==> src/rtl/lemon_pkg.sv <==
// Shared register-file constants and the write-back request payload type.
package lemon_pkg;

    localparam int RF_ADDR_WIDTH = 5;
    localparam int RF_DATA_WIDTH = 32;
    localparam int RF_ZERO_IDX   = 0;

    typedef struct packed {
        logic [RF_ADDR_WIDTH-1:0] rd;
        logic [RF_DATA_WIDTH-1:0] data;
    } wb_req_t;

endpackage

==> src/rtl/rr_arbiter.sv <==
// Round-robin arbiter: one-hot grant starting the search at an internal pointer,
// which moves to one past the winner whenever a grant is issued.
module rr_arbiter #(
    parameter int N = 2,
    localparam int PW = (N > 1) ? $clog2(N) : 1
) (
    input  logic         i_clk,
    input  logic         i_rst,
    input  logic [N-1:0] i_req,
    input  logic         i_en,
    output logic [N-1:0] o_grant
);

    logic [PW-1:0]  r_ptr;
    logic [2*N-1:0] w_req_dbl;
    logic [N-1:0]   w_req_rot;
    logic [N-1:0]   w_off;
    logic [2*N-1:0] w_off_dbl;
    logic [PW-1:0]  w_gidx;
    logic           w_found;
    int             w_gsum;

    // Rotate requests so bit 0 is the current highest-priority requester.
    assign w_req_dbl = {i_req, i_req} >> r_ptr;
    assign w_req_rot = w_req_dbl[N-1:0];

    always_comb begin
        w_off   = '0;
        w_found = 1'b0;
        w_gidx  = '0;
        w_gsum  = 0;
        for (int k = 0; k < N; k++) begin
            if (!w_found && w_req_rot[k]) begin
                w_found  = 1'b1;
                w_off[k] = 1'b1;
                w_gsum   = int'(r_ptr) + k;
                if (w_gsum >= N) w_gsum = w_gsum - N;
                w_gidx   = PW'(w_gsum);
            end
        end
    end

    assign w_off_dbl = {w_off, w_off} << r_ptr;
    assign o_grant   = i_en ? w_off_dbl[2*N-1:N] : '0;

    always_ff @(posedge i_clk or posedge i_rst) begin
        if (i_rst) begin
            r_ptr <= '0;
        end else if (i_en && w_found) begin
            r_ptr <= (w_gidx == PW'(N - 1)) ? '0 : w_gidx + PW'(1);
        end
    end

endmodule

==> src/rtl/rf_wb_arbiter.sv <==
// Register-file write-port arbiter with a one-entry registered write stage.
// Optional same-cycle read bypass of the committing write: RF_WB_BYPASS_EN.
module rf_wb_arbiter
    import lemon_pkg::*;
#(
    parameter int N_REQ      = 2,
    parameter int ADDR_WIDTH = RF_ADDR_WIDTH,
    parameter int DATA_WIDTH = RF_DATA_WIDTH
) (
    input  logic                        clk,
    input  logic                        rst,
    input  logic [N_REQ-1:0]            req_valid,
    output logic [N_REQ-1:0]            req_ready,
    input  logic [N_REQ*ADDR_WIDTH-1:0] req_rd,
    input  logic [N_REQ*DATA_WIDTH-1:0] req_data,
    input  logic                        wb_stall,
    input  logic [ADDR_WIDTH-1:0]       rs1,
    input  logic [ADDR_WIDTH-1:0]       rs2,
    input  logic [DATA_WIDTH-1:0]       rf_data1,
    input  logic [DATA_WIDTH-1:0]       rf_data2,
    output logic [DATA_WIDTH-1:0]       fwd_data1,
    output logic [DATA_WIDTH-1:0]       fwd_data2,
    output logic                        rf_wen,
    output logic [ADDR_WIDTH-1:0]       rf_rd,
    output logic [DATA_WIDTH-1:0]       rf_dataD,
    output logic                        busy
);

    localparam logic [ADDR_WIDTH-1:0] ZERO_IDX = ADDR_WIDTH'(RF_ZERO_IDX);

    logic                  r_pend_valid;
    logic [ADDR_WIDTH-1:0] r_pend_rd;
    logic [DATA_WIDTH-1:0] r_pend_data;

    logic                  w_drain;
    logic                  w_accept;
    logic                  w_hs;
    logic [N_REQ-1:0]      w_grant;
    logic [ADDR_WIDTH-1:0] w_sel_rd;
    logic [DATA_WIDTH-1:0] w_sel_data;

    // An x0 entry still drains (frees the stage) but never asserts the write enable.
    assign w_drain  = r_pend_valid & ~wb_stall;
    assign w_accept = ~r_pend_valid | w_drain;
    assign rf_wen   = w_drain & (r_pend_rd != ZERO_IDX);
    assign rf_rd    = r_pend_rd;
    assign rf_dataD = r_pend_data;
    assign busy     = r_pend_valid;

    rr_arbiter #(.N(N_REQ)) u_rr (
        .i_clk   (clk),
        .i_rst   (rst),
        .i_req   (req_valid),
        .i_en    (w_accept & ~rst),
        .o_grant (w_grant)
    );

    assign req_ready = w_grant;
    assign w_hs      = |w_grant;

    always_comb begin
        w_sel_rd   = '0;
        w_sel_data = '0;
        for (int i = 0; i < N_REQ; i++) begin
            if (w_grant[i]) begin
                w_sel_rd   = req_rd[i*ADDR_WIDTH +: ADDR_WIDTH];
                w_sel_data = req_data[i*DATA_WIDTH +: DATA_WIDTH];
            end
        end
    end

    always_ff @(posedge clk or posedge rst) begin
        if (rst) begin
            r_pend_valid <= 1'b0;
            r_pend_rd    <= '0;
            r_pend_data  <= '0;
        end else if (w_accept) begin
            if (w_hs) begin
                r_pend_valid <= 1'b1;
                r_pend_rd    <= w_sel_rd;
                r_pend_data  <= w_sel_data;
            end else begin
                r_pend_valid <= 1'b0;
            end
        end
    end

`ifdef RF_WB_BYPASS_EN
    assign fwd_data1 = (rf_wen && (r_pend_rd == rs1) && (rs1 != ZERO_IDX)) ? r_pend_data : rf_data1;
    assign fwd_data2 = (rf_wen && (r_pend_rd == rs2) && (rs2 != ZERO_IDX)) ? r_pend_data : rf_data2;
`else
    logic w_unused_rs;
    assign w_unused_rs = ^{rs1, rs2};
    assign fwd_data1   = rf_data1;
    assign fwd_data2   = rf_data2;
`endif

endmodule

==> config.mk <==
export PLATFORM = sky130hd
export DESIGN_NAME = rf_wb_arbiter
export DESIGN_NICKNAME = d
export VERILOG_FILES = /design/src/rtl/lemon_pkg.sv /design/src/rtl/rr_arbiter.sv /design/src/rtl/rf_wb_arbiter.sv
export SDC_FILE = /design/constraint.sdc
export NUM_CORES = 1
export LEC_CHECK = 0
export CAP_MARGIN = 20
export CORE_MARGIN = 2
export CORE_UTILIZATION = 27
export DETAILED_ROUTE_END_ITERATION = 8
export PLACE_DENSITY = 0.88
export SYNTH_ARGS = -nofsm -noshare
export SYNTH_HDL_FRONTEND = slang
export SYNTH_SLANG_ARGS = --single-unit
export TNS_END_PERCENT = 10
==> constraint.sdc <==
create_clock -name clk -period 1.5 [get_ports clk]
set_input_delay 0.15 -clock clk [delete_from_list [all_inputs] [get_ports clk]]
set_output_delay 0.15 -clock clk [all_outputs]
set_load 0.02 [all_outputs]
=== Word level (Yosys, flattened, before mapping) ===
Index checks and enable logic that the tools add are counted.

* Memory bits (writable): 0
* Memories: 0
* ROM bits: 0
* Output and inout bits: 105
* Logic and storage cells: 39
* Bits in registers: 39
* Input bits: 153
* Latch bits: 0

* Equality and inequality tests: 0
* Div/mod/pow operators: 0
* Add/sub/neg operators: 4
* Shift operators: 2
* Bitwise gates (word level): 7
* Mux-type cells: 14
* Reductions and logical operators: 6
* Multiply operators: 0
* $lt $le $gt $ge: 2

{| class="wikitable"
|+ Operator list
! operator !! number
|-
| $mux 32 || 2
|-
| $mux 5 || 2
|-
| $mux 1 || 9
|-
| $reduce_bool 5->1 || 1
|-
| $shl 4x1->4 || 1
|-
| $shr 4x1->2 || 1
|-
| $and 1x1->1 || 3
|-
| $not 1->1 || 3
|-
| $add 1x1->2 const B || 1
|-
| $ge 1x2->1 const B || 1
|-
| $ge 2x2->1 const B || 1
|-
| $logic_and 1x1->1 || 2
|-
| $mux 2 || 1
|-
| $reduce_and 2->1 || 1
|-
| $reduce_or 2->1 || 1
|-
| $sub 1x1->1 const B || 2
|-
| $add 1x1->1 const B || 1
|-
| $logic_not 1->1 || 1
|-
| $or 1x1->1 || 1
|}

=== Depth between registers and ports, before layout ===
Gate-level depths: netlist of the first run.

* Word-level depth: 9
* Mapped depth: 5

=== By module ===
Synthesis of the first run repeated with hierarchy kept, for this count alone.

* Cell total of the unflattened synthesis: 200
* Area, all modules: 2608.8 sq um

{| class="wikitable"
|+ Modules (own cells, without submodules)
! module !! sequential area each (sq um) !! area each (sq um) !! times used !! cells an instance
|-
| rf_wb_arbiter || 950.9 || 2543.7 || 1 || 191
|-
| rr_arbiter || 25.0 || 65.1 || 1 || 9
|}

=== Least setup slack after synthesis of the first run ===
Ideal clock, no wire load.

* Kind: reg-to-reg
* Start: reg r_pend_valid (netlist: busy)
* End: reg r_pend_data[22] (netlist: rf_dataD[22])
* Path buffers: 2
* Data required time: 1375 ps
* Setup slack: -54 ps
* Library setup time: 125 ps
* Arrival time: 1429 ps
* Period minus slack after synthesis: 1554 ps
* Cell stages (with the launch flop): 6
* Path through: dfrtp_1 > a21oi_2 > o21a_1 > buf_6 > buf_6 > mux2_4

* Longest elaborated chain between the ends: 6
* Elaborated cells on any way between the ends: 9

{| class="wikitable"
|+ Ends and longest elaborated chain
! element !! line !! RTL
|-
| start: declaration || rf_wb_arbiter.sv:31 || <nowiki>logic r_pend_valid;</nowiki>
|-
| start signal: assignment || rf_wb_arbiter.sv:74 || <nowiki>r_pend_valid <= 1'b0;</nowiki>
|-
| start signal: assignment || rf_wb_arbiter.sv:79 || <nowiki>r_pend_valid <= 1'b1;</nowiki>
|-
| start signal: assignment || rf_wb_arbiter.sv:83 || <nowiki>r_pend_valid <= 1'b0;</nowiki>
|-
| $and 1x1->1 / $not 1->1 (equally long branches) || rf_wb_arbiter.sv:43, rf_wb_arbiter.sv:44 ||
|-
| $or 1x1->1 (*) || rf_wb_arbiter.sv:44 || <nowiki>assign w_accept = ~r_pend_valid | w_drain;</nowiki>
|-
| $and 1x1->1 || rf_wb_arbiter.sv:54 || <nowiki>.i_en (w_accept & ~rst),</nowiki>
|-
| $mux 2 || rr_arbiter.sv:44 || <nowiki>assign o_grant = i_en ? w_off_dbl[2*N-1:N] : '0;</nowiki>
|-
| $mux 32 / $reduce_or 2->1 (equally long branches) || rf_wb_arbiter.sv:65, rf_wb_arbiter.sv:59 ||
|-
| $mux 32 / $reduce_and 2->1 (equally long branches) || n/a ||
|-
| end signal: assignment || rf_wb_arbiter.sv:81 || <nowiki>r_pend_data <= w_sel_data;</nowiki>
|-
| end: declaration || rf_wb_arbiter.sv:33 || <nowiki>logic [DATA_WIDTH-1:0] r_pend_data;</nowiki>
|}

Every way passes the cells marked *; elsewhere a longest branch is shown, timed or not.
A chain may end at the register's enable or synchronous reset.

=== Worst setup path in the final report of the first run ===
* Start: reg r_pend_rd[1] (netlist: rf_rd[1])
* End: out rf_wen

* Longest elaborated chain between the ends: 2

{| class="wikitable"
|+ Ends and longest elaborated chain
! element !! line !! RTL
|-
| start: declaration || rf_wb_arbiter.sv:32 || <nowiki>logic [ADDR_WIDTH-1:0] r_pend_rd;</nowiki>
|-
| start signal: assignment || rf_wb_arbiter.sv:80 || <nowiki>r_pend_rd <= w_sel_rd;</nowiki>
|-
| $reduce_bool 5->1 || rf_wb_arbiter.sv:45 || <nowiki>assign rf_wen = w_drain & (r_pend_rd != ZERO_IDX);</nowiki>
|-
| $and 1x1->1 || rf_wb_arbiter.sv:45 ||
|-
| end: declaration || rf_wb_arbiter.sv:23 || <nowiki>output logic rf_wen,</nowiki>
|}

No other way between the ends.

==> impl_metrics.prom, run 1 <==
# TYPE chip_impl_metric gauge
chip_impl_metric{name="total_power",unit="mW"} 4.12
chip_impl_info{name="failed_checks",value="setup timing"} 1
chip_impl_info{name="worst_setup_sp_type",value="register"} 1
chip_impl_info{name="synth_top_family_by_area",value="buffers and inverters"} 1
chip_impl_metric{name="post-route-period-util",unit=""} 1.11
chip_impl_info{name="holdCritPathClass",value="primary input to asynchronous set/reset pin"} 1
chip_impl_metric{name="floorplan.initialDensity",unit=""} 0.275
chip_impl_metric{name="synth.yosys.seq_area_share",unit=""} 0.388
chip_impl_metric{name="r2r_cells",unit=""} 4
chip_impl_metric{name="first_pass_iters",unit=""} 4
chip_impl_metric{name="max_freq",unit="MHz"} 598
chip_impl_metric{name="asyncSetResetFlopFracSynth",unit=""} 1.00
chip_impl_info{name="ys_top_cells_by_count",value="sky130_fd_sc_hd__buf_4 (66), sky130_fd_sc_hd__dfrtp_1 (39), sky130_fd_sc_hd__a32o_1 (37), sky130_fd_sc_hd__mux2_4 (19), sky130_fd_sc_hd__mux2_2 (18)"} 1
chip_impl_metric{name="ant_nets",unit=""} 0
chip_impl_metric{name="yosys.area_share.simple",unit=""} 0.0149
chip_impl_metric{name="number_of_buffers_inserted_during_clock_tree_synthesis",unit=""} 5
chip_impl_info{name="clock_tree.root_cell",value="sky130_fd_sc_hd__clkbuf_8"} 1
chip_impl_metric{name="worst_endpoint_required_time",unit="ps"} 1350
chip_impl_metric{name="ys.warnings.count",unit=""} 0
chip_impl_metric{name="cp_max_fo",unit=""} 2
chip_impl_metric{name="number_of_antenna_violations_at_the_first_check_in_global_routing",unit=""} 0
chip_impl_metric{name="synth_adder_area_share",unit=""} 0
chip_impl_metric{name="fill_cells",unit=""} 870
chip_impl_metric{name="remaining_drc_errors",unit=""} 0
chip_impl_metric{name="postSynthNetCount",unit=""} 359
chip_impl_metric{name="number_of_global_route_vias_before_repair",unit=""} 2071
chip_impl_metric{name="count_of_antenna_diodes_in_the_layout",unit=""} 0
chip_impl_info{name="crit_path_end",value="rf_wen"} 1
chip_impl_metric{name="synth.top_cell.area_share",unit=""} 0.388
chip_impl_metric{name="globalplace.congestion",unit=""} 0.762
chip_impl_metric{name="synth_compound_area_frac",unit=""} 0.164
chip_impl_metric{name="grt_usage",unit=""} 0.156
chip_impl_metric{name="cts_hold_buffers",unit=""} 0
chip_impl_metric{name="std_cell_rows",unit=""} 35
chip_impl_metric{name="crit_arrival",unit="ps"} 1520
chip_impl_metric{name="setup-violations-final",unit=""} 1
chip_impl_metric{name="cap_violations",unit=""} 0
chip_impl_metric{name="post_synth_mux_area_share",unit=""} 0.194
chip_impl_info{name="dominantRegCellSynth",value="sky130_fd_sc_hd__dfrtp_1"} 1
chip_impl_metric{name="crit_cells",unit=""} 4
chip_impl_metric{name="drt_initial_violations",unit=""} 104
chip_impl_metric{name="clock_insertion_delay_at_the_later_pin_of_the_skew_report",unit="ps"} 290
chip_impl_info{name="status",value="finished, violations left"} 1
chip_impl_metric{name="r2r_setup_slack",unit="ps"} 50
chip_impl_metric{name="hpwl",unit="um"} 6460
chip_impl_metric{name="grt_start_max_net_pins",unit=""} 38
chip_impl_metric{name="peakVddDrop",unit="uV"} 532
chip_impl_info{name="yosys.area.top_type",value="sky130_fd_sc_hd__dfrtp_1"} 1
chip_impl_metric{name="power.leakage",unit="nW"} 1.48
chip_impl_metric{name="final.setup_skew",unit="ps"} 2.40
chip_impl_metric{name="drt-vias-per-instance",unit=""} 4.94
chip_impl_metric{name="tightestPinTransition",unit="ps"} 492
chip_impl_metric{name="post_drt_wl_per_cell",unit="um"} 21.4
chip_impl_info{name="worst_setup_path_end_kind",value="output port"} 1
chip_impl_metric{name="die_w",unit="um"} 101
chip_impl_info{name="category_of_the_critical_setup_timing_path",value="register to output port"} 1
chip_impl_metric{name="clk_pin_slew_worst_paths",unit="ps"} 80
chip_impl_metric{name="slew_headroom",unit=""} 0.670
chip_impl_metric{name="yosys.cell_types.count",unit=""} 22
chip_impl_metric{name="clock-sinks",unit=""} 39
chip_impl_metric{name="holdWs",unit="ps"} 252
chip_impl_metric{name="dr_total_vias",unit=""} 1887
chip_impl_metric{name="cp_slowest_stage_delay",unit="ps"} 560
chip_impl_metric{name="netlist_instances",unit=""} 206
chip_impl_metric{name="port_buffers",unit=""} 119
chip_impl_metric{name="grt_remaining_overflow",unit=""} 0
chip_impl_info{name="synth.most_common_cell",value="sky130_fd_sc_hd__buf_4"} 1
chip_impl_metric{name="final-hold-violation-count",unit=""} 0
chip_impl_metric{name="die-height",unit="um"} 101
chip_impl_info{name="list_of_cells_traversed_by_the_critical_path",value="or4_4, nor2_4, nor3b_1, buf_4"} 1
chip_impl_metric{name="core_area",unit="mm2"} 0.00915
chip_impl_metric{name="ys_seq_elements",unit=""} 39
chip_impl_info{name="crit-reg2reg-capture",value="rf_dataD[3]"} 1
chip_impl_info{name="timing.critical_path.max_delay_family",value="simple AND/OR/NAND/NOR gates"} 1
chip_impl_metric{name="synth.avg_cell_area",unit="um2"} 12.2
chip_impl_metric{name="post-route-min-period",unit="ps"} 1670
chip_impl_metric{name="cts_htree_levels",unit=""} 2
chip_impl_metric{name="finalMaxSlewViolations",unit=""} 0
chip_impl_metric{name="powerDensity",unit="mW/mm2"} 1150
chip_impl_info{name="crit_reg_reg_startpoint",value="busy"} 1
chip_impl_metric{name="wirelength",unit="um"} 8160
chip_impl_metric{name="ios",unit=""} 258
chip_impl_metric{name="synth.cell_area",unit="mm2"} 0.00252
chip_impl_metric{name="layout-area-overhead-vs-synth",unit="%"} 41.9
chip_impl_metric{name="layout_setup_ws",unit="ps"} -171
chip_impl_metric{name="final_layout_size_suffix_gt1_frac",unit=""} 0.266
chip_impl_info{name="cts_tree",value="built"} 1
chip_impl_metric{name="first_pass_grt_wire_length",unit="um"} 12000
chip_impl_metric{name="fin_tns_setup",unit="ps"} -171
chip_impl_info{name="setup.worst_path.start",value="rf_rd[1]"} 1
chip_impl_info{name="setup_repair_after_global_routing_missed_its_margin",value="yes"} 1
chip_impl_metric{name="yosys.area_share.xor_xnor",unit=""} 0
chip_impl_info{name="synth_area_leaders",value="sky130_fd_sc_hd__dfrtp_1 (39%), sky130_fd_sc_hd__buf_4 (20%), sky130_fd_sc_hd__a32o_1 (15%), sky130_fd_sc_hd__mux2_4 (11%), sky130_fd_sc_hd__mux2_2 (8.1%)"} 1
chip_impl_metric{name="critical_path.n_buffers_inverters",unit=""} 1
chip_impl_metric{name="fp.dieArea",unit="mm2"} 0.0101
chip_impl_metric{name="final_core_util",unit=""} 0.390
chip_impl_metric{name="clock_path_buffers",unit=""} 2
chip_impl_info{name="timing.critical_path.slowest_stage_cell",value="sky130_fd_sc_hd__or4_4"} 1
chip_impl_metric{name="synth_enable_flop_cells",unit=""} 0
chip_impl_metric{name="nets",unit=""} 423
-- what timing repair did --
action                     in CTS  in global routing
setup buffers                   1                  0
gates resized for setup        24                  5
setup endpoints to repair      41                 39
pin swaps                       1                  2
-- kinds of logic (layout without fill, tap and decap cells) --
family / Yosys count / after routing
buffers and inverters: 81 / 146
AOI/OAI and AO/OA: 43 / 43
DFF: 39 / 39
muxes: 37 / 37
and+or+nand+nor: 6 / 6
-- area by class of cell --
class                      instances  area (um2)  area share
tap                              111         139      0.0389
sequential                        39         977       0.274
timing repair buffer             137        1370       0.383
inverter                           1        3.75     0.00105
multi-input combinational         86         983       0.275
clock buffer                       8         100      0.0280
-- placed cells by master, fill, tap and decap left out, types with 2 or more instances in the layout --
cell type and n:
sky130_fd_sc_hd__mux2_4 19, sky130_fd_sc_hd__buf_4 13, sky130_fd_sc_hd__buf_6 2, sky130_fd_sc_hd__clkbuf_8 7
sky130_fd_sc_hd__buf_2 2, sky130_fd_sc_hd__dfrtp_1 38, sky130_fd_sc_hd__mux2_2 18, sky130_fd_sc_hd__dlygate4sd2_1 6
sky130_fd_sc_hd__a32o_1 37, sky130_fd_sc_hd__clkdlybuf4s50_1 109, sky130_fd_sc_hd__buf_12 4
-- worst min path at each step --
stage,startpoint,cells past startpoint,end,slack (ps)
global route,rst,2,rf_rd[4],290
CTS,rst,2,rf_dataD[14],250
detailed placement,rf_data1[12],0,fwd_data1[12],300
global placement,rf_data1[12],0,fwd_data1[12],300
finish,rst,2,rf_dataD[14],250
floorplan,wb_stall,1,busy,270
-- power breakdown --
group	internal, mW	total, mW	switching, mW
Clock	0.420	0.788	0.367
Sequential	1.30	1.46	0.159
Combinational	1.07	1.87	0.802
Total	2.79	4.12	1.33
-- metal layers --
| metal | global-route usage | wire length, um | vias up |
|---|---|---|---|
| met5 | 0 | 0 | - |
| met4 | 0.0537 | 175 | 0 |
| met3 | 0.0693 | 1000 | 24 |
| met2 | 0.290 | 4350 | 128 |
| met1 | 0.152 | 2630 | 908 |
| li1 | - | - | 827 |
-- through the flow --
| stage | setup WS [ps] | instances | instance area (um2) |
|---|---|---|---|
| floorplan | -29.7 | 206 | 2520 |
| global placement | -287 | 373 | 3440 |
| detailed placement | -298 | 373 | 3440 |
| CTS | -186 | 382 | 3560 |
| global route | -240 | 382 | 3570 |
| finish | -171 | 382 | 3570 |
-- state kept, by name (all words and copies together), names as in the netlist, named ones only --
signal and flops:
rf_dataD 32, busy 1, rf_rd 5
Note: power is estimated with default switching activity, not from simulation.
==> run 2, diff against run 1 <==
- CAP_MARGIN: 20 -> not set
==> results of run 2 <==
No change in the layout: final DEF, timing and power equal those of run 1.
